==> config.mk <==
export PLATFORM = sky130hd
export DESIGN_NAME = pc_fetch_stage_flat
export DESIGN_NICKNAME = d
export VERILOG_FILES = /design/src/rtl/pc_fetch_stage_if.sv /design/src/rtl/pc_fetch_stage.sv /design/src/flat_wrapper.sv
export SDC_FILE = /design/constraint.sdc
export NUM_CORES = 1
export LEC_CHECK = 0
export BUFFER_PORTS_ARGS = -buffer_cell sky130_fd_sc_hd__buf_4
export CAP_MARGIN = 40
export CORE_AREA = 2 2 108 110
export CTS_CLUSTER_SIZE = 24
export DETAILED_ROUTE_END_ITERATION = 10
export DIE_AREA = 0 0 110 112
export GPL_TIMING_DRIVEN = 0
export HOLD_SLACK_MARGIN = 0.1
export PLACE_DENSITY = 0.94
export RECOVER_POWER = 50
export SETUP_SLACK_MARGIN = 0.4
export SYNTH_ARGS = -nofsm -noshare
export SYNTH_HDL_FRONTEND = slang
export SYNTH_SLANG_ARGS = --single-unit
==> constraint.sdc <==
create_clock -name clk -period 6.08 [get_ports clk]
set_clock_uncertainty 0.05 [all_clocks]
set_input_delay 0.912 -clock clk [delete_from_list [all_inputs] [get_ports clk]]
set_output_delay 0.912 -clock clk [all_outputs]
set_load 0.05 [all_outputs]
==> src/rtl/pc_fetch_stage_if.sv <==
// Fetch-stage bus: hazard-unit controls, branch redirect, instruction-memory
// read port and the IF/ID register outputs. master = surrounding pipeline, slave = fetch stage.
interface pc_fetch_stage_if #(
    parameter int XLEN = 32
);
    logic            StallF;
    logic            StallD;
    logic            FlushD;
    logic            NeedBranchE;
    logic [XLEN-1:0] PCTargetE;
    logic [31:0]     InstrF;
    logic [XLEN-1:0] PCF;
    logic [XLEN-1:0] PCPlus4F;
    logic [31:0]     InstrD;
    logic [XLEN-1:0] PCD;
    logic [XLEN-1:0] PCPlus4D;
    logic            ValidD;
    logic            FlushE;
    logic            MisalignFault;

    modport master (
        output StallF, StallD, FlushD, NeedBranchE, PCTargetE, InstrF,
        input  PCF, PCPlus4F, InstrD, PCD, PCPlus4D, ValidD, FlushE, MisalignFault
    );

    modport slave (
        input  StallF, StallD, FlushD, NeedBranchE, PCTargetE, InstrF,
        output PCF, PCPlus4F, InstrD, PCD, PCPlus4D, ValidD, FlushE, MisalignFault
    );
endinterface

==> src/rtl/pc_fetch_stage.sv <==
// RISC-V fetch stage: PC register, IF/ID register and branch redirect/squash.
// Optional feature macro PC_MISALIGN_TRAP_EN: misaligned redirect targets trap to TRAP_VEC.
module pc_fetch_stage #(
    parameter int              XLEN      = 32,
    parameter logic [XLEN-1:0] RESET_PC  = 32'h0000_0000,
    parameter logic [31:0]     NOP_INSTR = 32'h0000_0013,
    parameter logic [XLEN-1:0] TRAP_VEC  = 32'h0000_0100
) (
    input logic             clk,
    input logic             reset,
    pc_fetch_stage_if.slave fetchBus
);

    localparam logic [XLEN-1:0] PC_STEP = XLEN'(32'd4);

    logic [XLEN-1:0] pcF_r;
    logic [XLEN-1:0] pcPlus4F_s;
    logic [XLEN-1:0] redirectPc_s;
    logic [XLEN-1:0] pcNext_s;
    logic            misalign_s;
    logic            fault_r;

    logic [31:0]     instrD_r;
    logic [XLEN-1:0] pcD_r;
    logic [XLEN-1:0] pcPlus4D_r;
    logic            validD_r;
    logic [31:0]     instrDNext_s;
    logic [XLEN-1:0] pcDNext_s;
    logic [XLEN-1:0] pcPlus4DNext_s;
    logic            validDNext_s;

    assign pcPlus4F_s = pcF_r + PC_STEP;

`ifdef PC_MISALIGN_TRAP_EN
    // Redirect target selection: misaligned targets are sent to the trap vector.
    always_comb begin
        misalign_s   = |fetchBus.PCTargetE[1:0];
        redirectPc_s = fetchBus.PCTargetE;
        if (misalign_s) begin
            redirectPc_s = TRAP_VEC;
        end else begin
            redirectPc_s = fetchBus.PCTargetE;
        end
    end

    // Sticky misalignment flag, cleared only by reset.
    always_ff @(posedge clk) begin
        if (reset) begin
            fault_r <= 1'b0;
        end else if (fetchBus.NeedBranchE && misalign_s) begin
            fault_r <= 1'b1;
        end else begin
            fault_r <= fault_r;
        end
    end
`else
    logic unusedTrap_s;

    // Redirect target selection: low two target bits are dropped.
    always_comb begin
        misalign_s   = 1'b0;
        redirectPc_s = {fetchBus.PCTargetE[XLEN-1:2], 2'b00};
    end

    assign fault_r      = 1'b0;
    assign unusedTrap_s = ^{TRAP_VEC, fetchBus.PCTargetE[1:0], misalign_s};
`endif

    // PC next-state: a redirect overrides a fetch stall.
    always_comb begin
        pcNext_s = pcF_r;
        if (fetchBus.NeedBranchE) begin
            pcNext_s = redirectPc_s;
        end else if (fetchBus.StallF) begin
            pcNext_s = pcF_r;
        end else begin
            pcNext_s = pcPlus4F_s;
        end
    end

    // PC register.
    always_ff @(posedge clk) begin
        if (reset) begin
            pcF_r <= RESET_PC;
        end else begin
            pcF_r <= pcNext_s;
        end
    end

    // IF/ID next-state: a squash keeps PCD/PCPlus4D so only the bubble marker changes.
    always_comb begin
        instrDNext_s   = instrD_r;
        pcDNext_s      = pcD_r;
        pcPlus4DNext_s = pcPlus4D_r;
        validDNext_s   = validD_r;
        if (fetchBus.FlushD || fetchBus.NeedBranchE) begin
            instrDNext_s = NOP_INSTR;
            validDNext_s = 1'b0;
        end else if (fetchBus.StallD) begin
            instrDNext_s   = instrD_r;
            pcDNext_s      = pcD_r;
            pcPlus4DNext_s = pcPlus4D_r;
            validDNext_s   = validD_r;
        end else begin
            instrDNext_s   = fetchBus.InstrF;
            pcDNext_s      = pcF_r;
            pcPlus4DNext_s = pcPlus4F_s;
            validDNext_s   = 1'b1;
        end
    end

    // IF/ID register.
    always_ff @(posedge clk) begin
        if (reset) begin
            instrD_r   <= NOP_INSTR;
            pcD_r      <= '0;
            pcPlus4D_r <= '0;
            validD_r   <= 1'b0;
        end else begin
            instrD_r   <= instrDNext_s;
            pcD_r      <= pcDNext_s;
            pcPlus4D_r <= pcPlus4DNext_s;
            validD_r   <= validDNext_s;
        end
    end

    assign fetchBus.PCF           = pcF_r;
    assign fetchBus.PCPlus4F      = pcPlus4F_s;
    assign fetchBus.InstrD        = instrD_r;
    assign fetchBus.PCD           = pcD_r;
    assign fetchBus.PCPlus4D      = pcPlus4D_r;
    assign fetchBus.ValidD        = validD_r;
    assign fetchBus.FlushE        = fetchBus.NeedBranchE;
    assign fetchBus.MisalignFault = fault_r;

endmodule

==> src/flat_wrapper.sv <==
// flat-port wrapper written by rule: the top's interface ports become plain ports
module pc_fetch_stage_flat 
#(
    parameter int              XLEN      = 32,
    parameter logic [XLEN-1:0] RESET_PC  = 32'h0000_0000,
    parameter logic [31:0]     NOP_INSTR = 32'h0000_0013,
    parameter logic [XLEN-1:0] TRAP_VEC  = 32'h0000_0100
)
  (clk, reset, fetchBus_StallF, fetchBus_StallD, fetchBus_FlushD, fetchBus_NeedBranchE, fetchBus_PCTargetE, fetchBus_InstrF, fetchBus_PCF, fetchBus_PCPlus4F, fetchBus_InstrD, fetchBus_PCD, fetchBus_PCPlus4D, fetchBus_ValidD, fetchBus_FlushE, fetchBus_MisalignFault);
  pc_fetch_stage_if #(.XLEN(XLEN)) fetchBus_i ();
  input logic clk;
  input logic reset;
  input wire logic [$bits(fetchBus_i.StallF)-1:0] fetchBus_StallF;
  input wire logic [$bits(fetchBus_i.StallD)-1:0] fetchBus_StallD;
  input wire logic [$bits(fetchBus_i.FlushD)-1:0] fetchBus_FlushD;
  input wire logic [$bits(fetchBus_i.NeedBranchE)-1:0] fetchBus_NeedBranchE;
  input wire logic [$bits(fetchBus_i.PCTargetE)-1:0] fetchBus_PCTargetE;
  input wire logic [$bits(fetchBus_i.InstrF)-1:0] fetchBus_InstrF;
  output wire logic [$bits(fetchBus_i.PCF)-1:0] fetchBus_PCF;
  output wire logic [$bits(fetchBus_i.PCPlus4F)-1:0] fetchBus_PCPlus4F;
  output wire logic [$bits(fetchBus_i.InstrD)-1:0] fetchBus_InstrD;
  output wire logic [$bits(fetchBus_i.PCD)-1:0] fetchBus_PCD;
  output wire logic [$bits(fetchBus_i.PCPlus4D)-1:0] fetchBus_PCPlus4D;
  output wire logic [$bits(fetchBus_i.ValidD)-1:0] fetchBus_ValidD;
  output wire logic [$bits(fetchBus_i.FlushE)-1:0] fetchBus_FlushE;
  output wire logic [$bits(fetchBus_i.MisalignFault)-1:0] fetchBus_MisalignFault;
  assign fetchBus_i.StallF = fetchBus_StallF;
  assign fetchBus_i.StallD = fetchBus_StallD;
  assign fetchBus_i.FlushD = fetchBus_FlushD;
  assign fetchBus_i.NeedBranchE = fetchBus_NeedBranchE;
  assign fetchBus_i.PCTargetE = fetchBus_PCTargetE;
  assign fetchBus_i.InstrF = fetchBus_InstrF;
  assign fetchBus_PCF = fetchBus_i.PCF;
  assign fetchBus_PCPlus4F = fetchBus_i.PCPlus4F;
  assign fetchBus_InstrD = fetchBus_i.InstrD;
  assign fetchBus_PCD = fetchBus_i.PCD;
  assign fetchBus_PCPlus4D = fetchBus_i.PCPlus4D;
  assign fetchBus_ValidD = fetchBus_i.ValidD;
  assign fetchBus_FlushE = fetchBus_i.FlushE;
  assign fetchBus_MisalignFault = fetchBus_i.MisalignFault;
  pc_fetch_stage #(.XLEN(XLEN), .RESET_PC(RESET_PC), .NOP_INSTR(NOP_INSTR), .TRAP_VEC(TRAP_VEC)) u_core (.clk(clk), .reset(reset), .fetchBus(fetchBus_i));
endmodule
After elaboration in Yosys (flattened, before gate mapping)
Cells that the tools add are included.
- $add $sub $neg: 1
- reductions and logical operators: 4
- equality and inequality tests: 1
- bitwise gates (word level): 2
- mux-type cells: 2
- operators by type and width (cell ; count):
    $mux 32 ; 2
    $add 32x3->32 const B ; 1
    $reduce_or 2->1 ; 2
    $ne 2x1->1 const B ; 1
    $not 1->1 ; 2
    $reduce_and 2->1 ; 1
    $logic_or 1x1->1 ; 1
- word-level logic and storage cells: 16
- register bits: 129
- bits of input ports: 70
- output and inout bits: 163

Logic depth before layout (Yosys ltp)
- depth in word-level cells: 3
- gate-level depth with buffers: 6
- gate-level depth less buffers: 5

Worst setup path before layout
OpenSTA, ideal clock, no wires.
- path type: register to output
- from: register u_core.pcF_r[3] (netlist: u_core.fetchBus.PCF[3])
- to: output fetchBus_PCPlus4F[18]
- arrival: 2.795 ns
- stages on the path, launching flop included: 6
- path buffers: 1
- required time: 5.118 ns
- setup slack: 2.323 ns
- path through: dfxtp_1 ha_1 nand3_1 or4_1 buf_2 xnor2_1
- longest elaborated chain between the ends: 1
- RTL lines (element ; RTL line ; text):
    start: declaration ; pc_fetch_stage.sv:16 ; logic [XLEN-1:0] pcF_r;
    start signal: assignment ; pc_fetch_stage.sv:86 ; pcF_r <= pcNext_s;
    $add 32x3->32 ; pc_fetch_stage.sv:32 ; assign pcPlus4F_s = pcF_r + PC_STEP;
    end: declaration ; flat_wrapper.sv:20 ; output wire logic [$bits(fetchBus_i.PCPlus4F)-1:0] fetchBus_PCPlus4F;
Every way passes these cells.

Final worst setup path
- from: register u_core.pcF_r[3] (netlist: u_core.fetchBus.PCF[3])
- to: output fetchBus_PCPlus4F[20]
Same word-level chain as after synthesis.

==> results_dict.tcl <==
set metrics [dict create \
    outcome "finished clean" \
    start_util_pct 51.2 \
    netlist.area_leader.share_pct 43.0 \
    powerDensity_nw_per_um2 307 \
    drt_wl_total_mm 20.9 \
    synth-compound-area-share_pct 16.4 \
    root_buffer "clkbuf_16" \
    cap_violations 0 \
    ff2ff_path_depth 6 \
    syn_avg_cell_area_um2 8.16 \
    worstSetupStartpointType "flip-flop" \
    grt_overflow 0 \
    dp.cells 1074 \
    rr_endpoint "u_core.fetchBus.PCPlus4D[22]" \
    fp.dieW_um 110 \
    synth_area_leaders "dfxtp_1, nand2_1, nor2_1, mux2i_1, a21oi_1" \
    antenna_found_initial 0 \
    fmax_mhz 248 \
    layout.nets 1021 \
    first_pass_iters 6 \
    critical_path_class "flip-flop to output pin" \
    final_layout_size_suffix_gt1_share_pct 16.5 \
    critPathMaxFanout 10 \
    synth_edf_count 0 \
    diodes 0 \
    synthMuxAreaShare_pct 5.24 \
    antenna_left 0 \
    netlist_instances 702 \
    yosys.area_share.simple_pct 25.1 \
    remaining_drc_errors 0 \
    synth_flop_cell "dfxtp_1" \
    synth_top_family_by_area "simple AND/OR/NAND/NOR gates" \
    h-tree-depth 4 \
    hold_path_depth 2 \
    worst_skew_pair.late_latency_ns 0.42 \
    gp_congestion 0.956 \
    hold_end "u_core.fetchBus.ValidD" \
    synth_seq_cells 123 \
    worstMarginPinSlew_ns 0.808 \
    synthXorXnorAreaFrac_pct 3.52 \
    arrival_ns 3.07 \
    ys_types 50 \
    ys_seq_area_share_pct 43.0 \
    dpl.hpwl_mm 15.3 \
    die_h_um 112 \
    clock_path_buffers 2 \
    via_count 6533 \
    cp-end-kind "output pin" \
    min-delay-start "u_core.fetchBus.ValidD" \
    cts-resized-gates 0 \
    clk_pin_slew_worst_paths_ns 0.06 \
    timing.reg2reg.setup_slack_ns 3.41 \
    hold_viol 0 \
    cts_tree "yes" \
    fin_crit_sh_pct 66.4 \
    grt_util_all_layers_pct 33.3 \
    io_buffers 220 \
    setup_tns_ns 0 \
    hp-class "flip-flop to flip-flop" \
    first_global_vias 6084 \
    ys.warnings.count 0 \
    via_per_inst 5.91 \
    timing.rr.start "u_core.fetchBus.PCF[3]" \
    rsz0062_at_grt "false" \
    io_pins 233 \
    finalMaxSlewViolations 0 \
    coreArea_um2 11200 \
    drt-wirelength-per-cell_um 19.0 \
    grt_pass1_wl_mm 31.4 \
    postCtsSetupBuffers 0 \
    setup_viol 0 \
    finalWorstPathRequiredPeriod_ns 4.04 \
    postSynth.asyncResetShare_pct 0 \
    vdd_drop_max_mv 0.193 \
    fin_cells 1105 \
    area_growth_pct 35.9 \
    dieArea_um2 12300 \
    numCtsBuffers 17 \
    synth_area_leader_cell "dfxtp_1" \
    critPathRequiredTime_ns 5.12 \
    synth.cell_area_um2 5730 \
    synthAdderAreaFrac_pct 0.219 \
    hold_ws_ns 0.398 \
    clkSinkCount 123 \
    postCtsHoldBufs 0 \
    power_leakage_nw 3.07 \
    drtIter0Drc 667 \
    grt_max_degree 17 \
    rows 39 \
    slew_headroom_pct 45.7 \
]
## critical path, stage by stage, from the launching register on
cell and delay, ns:
dfxtp_1 0.47, ha_1 0.29, nand3_1 0.24, or4_1 0.73, buf_2 0.25, or3_1 0.38, nand2_1 0.10, buf_4 0.20
## cells in the mapped netlist (2+ instances only)
cell type / n
nor2_1: 81
o211ai_1: 2
mux2i_1: 30
xnor2_1: 15
clkbuf_1: 46
nor3_1: 13
a32oi_1: 2
a211oi_1: 8
o21ai_0: 31
o211a_1: 4
o21a_1: 6
buf_4: 10
buf_1: 8
inv_1: 7
a21oi_1: 36
nand3_1: 13
or4_4: 2
a311oi_1: 12
nor4_1: 11
a2111oi_0: 2
and3_1: 2
nor2b_1: 5
nand2_1: 104
clkbuf_2: 2
xor2_1: 8
or3_1: 18
a31oi_1: 16
nand4_1: 11
buf_2: 11
a211o_1: 3
or2_2: 2
or4_1: 16
nand2b_1: 5
o31a_1: 4
o31ai_1: 11
and4_1: 6
nand3b_1: 3
dfxtp_1: 123
o41ai_1: 2
## power breakdown
part	leakage (nW)	switching [W]	internal, W
combinational	1.75	0.000321	0.000117
sequential	1.00	0.0000278	0.000839
clock	0.316	0.000350	0.000736
## registers in the layout, summed over array words and instances (netlist names)
signal,count
u_core.fetchBus.PCD,30
u_core.fetchBus.ValidD,1
u_core.fetchBus.PCPlus4D,30
u_core.fetchBus.PCF,30
u_core.fetchBus.InstrD,32
## through the flow
stage	setup WS, ns	power (W)	area [um2]	util, %
CTS	2.09	0.00242	8230	73.7
global route	1.93	0.00246	7780	69.6
detailed placement	2.56	0.00134	7600	68.0
floorplan	2.32	0.00118	5760	-
finish	2.04	0.00239	7780	69.6
global placement	2.58	0.00133	7590	67.9
## cell families after synthesis
group,count (synthesis)
compound gates,143
xor+xnor,23
fa+ha+maj,1
buf+inv,84
flops,123
mux,30
other cells,1
simple gates,297
## area by class of cell
type                            instances  area (um2)
Clock inverter                          7         135
Multi-Input combinational cell        503        2920
Sequential cell                       123        2460
Tap cell                              143         179
Buffer                                 77         343
Clock buffer                           24         502
Timing Repair Buffer                  221        1210
Inverter                                7        26.3
Fill cell                             969        3390
## cells in the final DEF, fill, tap and decap left out, drive strengths merged, types with 4 or more instances in the layout
cell	netlist	final
buf	29	125
nand4	13	13
o31ai	11	11
conb	1	9
nand2	104	104
a211oi	8	8
nor3	13	13
xor2	8	8
o21a	6	6
clkbuf	48	196
o211a	4	4
inv	7	7
and4	6	6
or4	18	18
a31oi	16	16
a21oi	36	36
or3	18	18
o21ai	31	31
dfxtp	123	123
nand3	13	13
a311oi	12	12
nor2	81	81
xnor2	15	15
mux2i	30	30
nand2b	5	5
o31a	4	4
nor4	11	11
bufinv	0	4
nor2b	5	5
## how the worst max path moves through the flow
stage | startpoint | endpoint | slack [ns]
4_1_cts | u_core.fetchBus.PCF[3] | fetchBus_PCPlus4F[20] | 2.09
3_5_place_dp | u_core.fetchBus.PCF[3] | fetchBus_PCPlus4F[20] | 2.56
5_1_grt | u_core.fetchBus.PCF[3] | fetchBus_PCPlus4F[20] | 1.93
2_1_floorplan | u_core.fetchBus.PCF[3] | fetchBus_PCPlus4F[18] | 2.32
6_report | u_core.fetchBus.PCF[3] | fetchBus_PCPlus4F[20] | 2.04
3_3_place_gp | u_core.fetchBus.PCF[3] | fetchBus_PCPlus4F[20] | 2.58
## per-layer routing
metal | track usage, % | wire [um] | vias up
li1 | - | - | 2973
met1 | 39.0 | 7640 | 3025
met2 | 54.4 | 9840 | 457
met3 | 11.9 | 2680 | 78
met4 | 14.4 | 773 | 0
met5 | 0 | 0 | -
No activity file was read; power rests on OpenSTA's default activity.
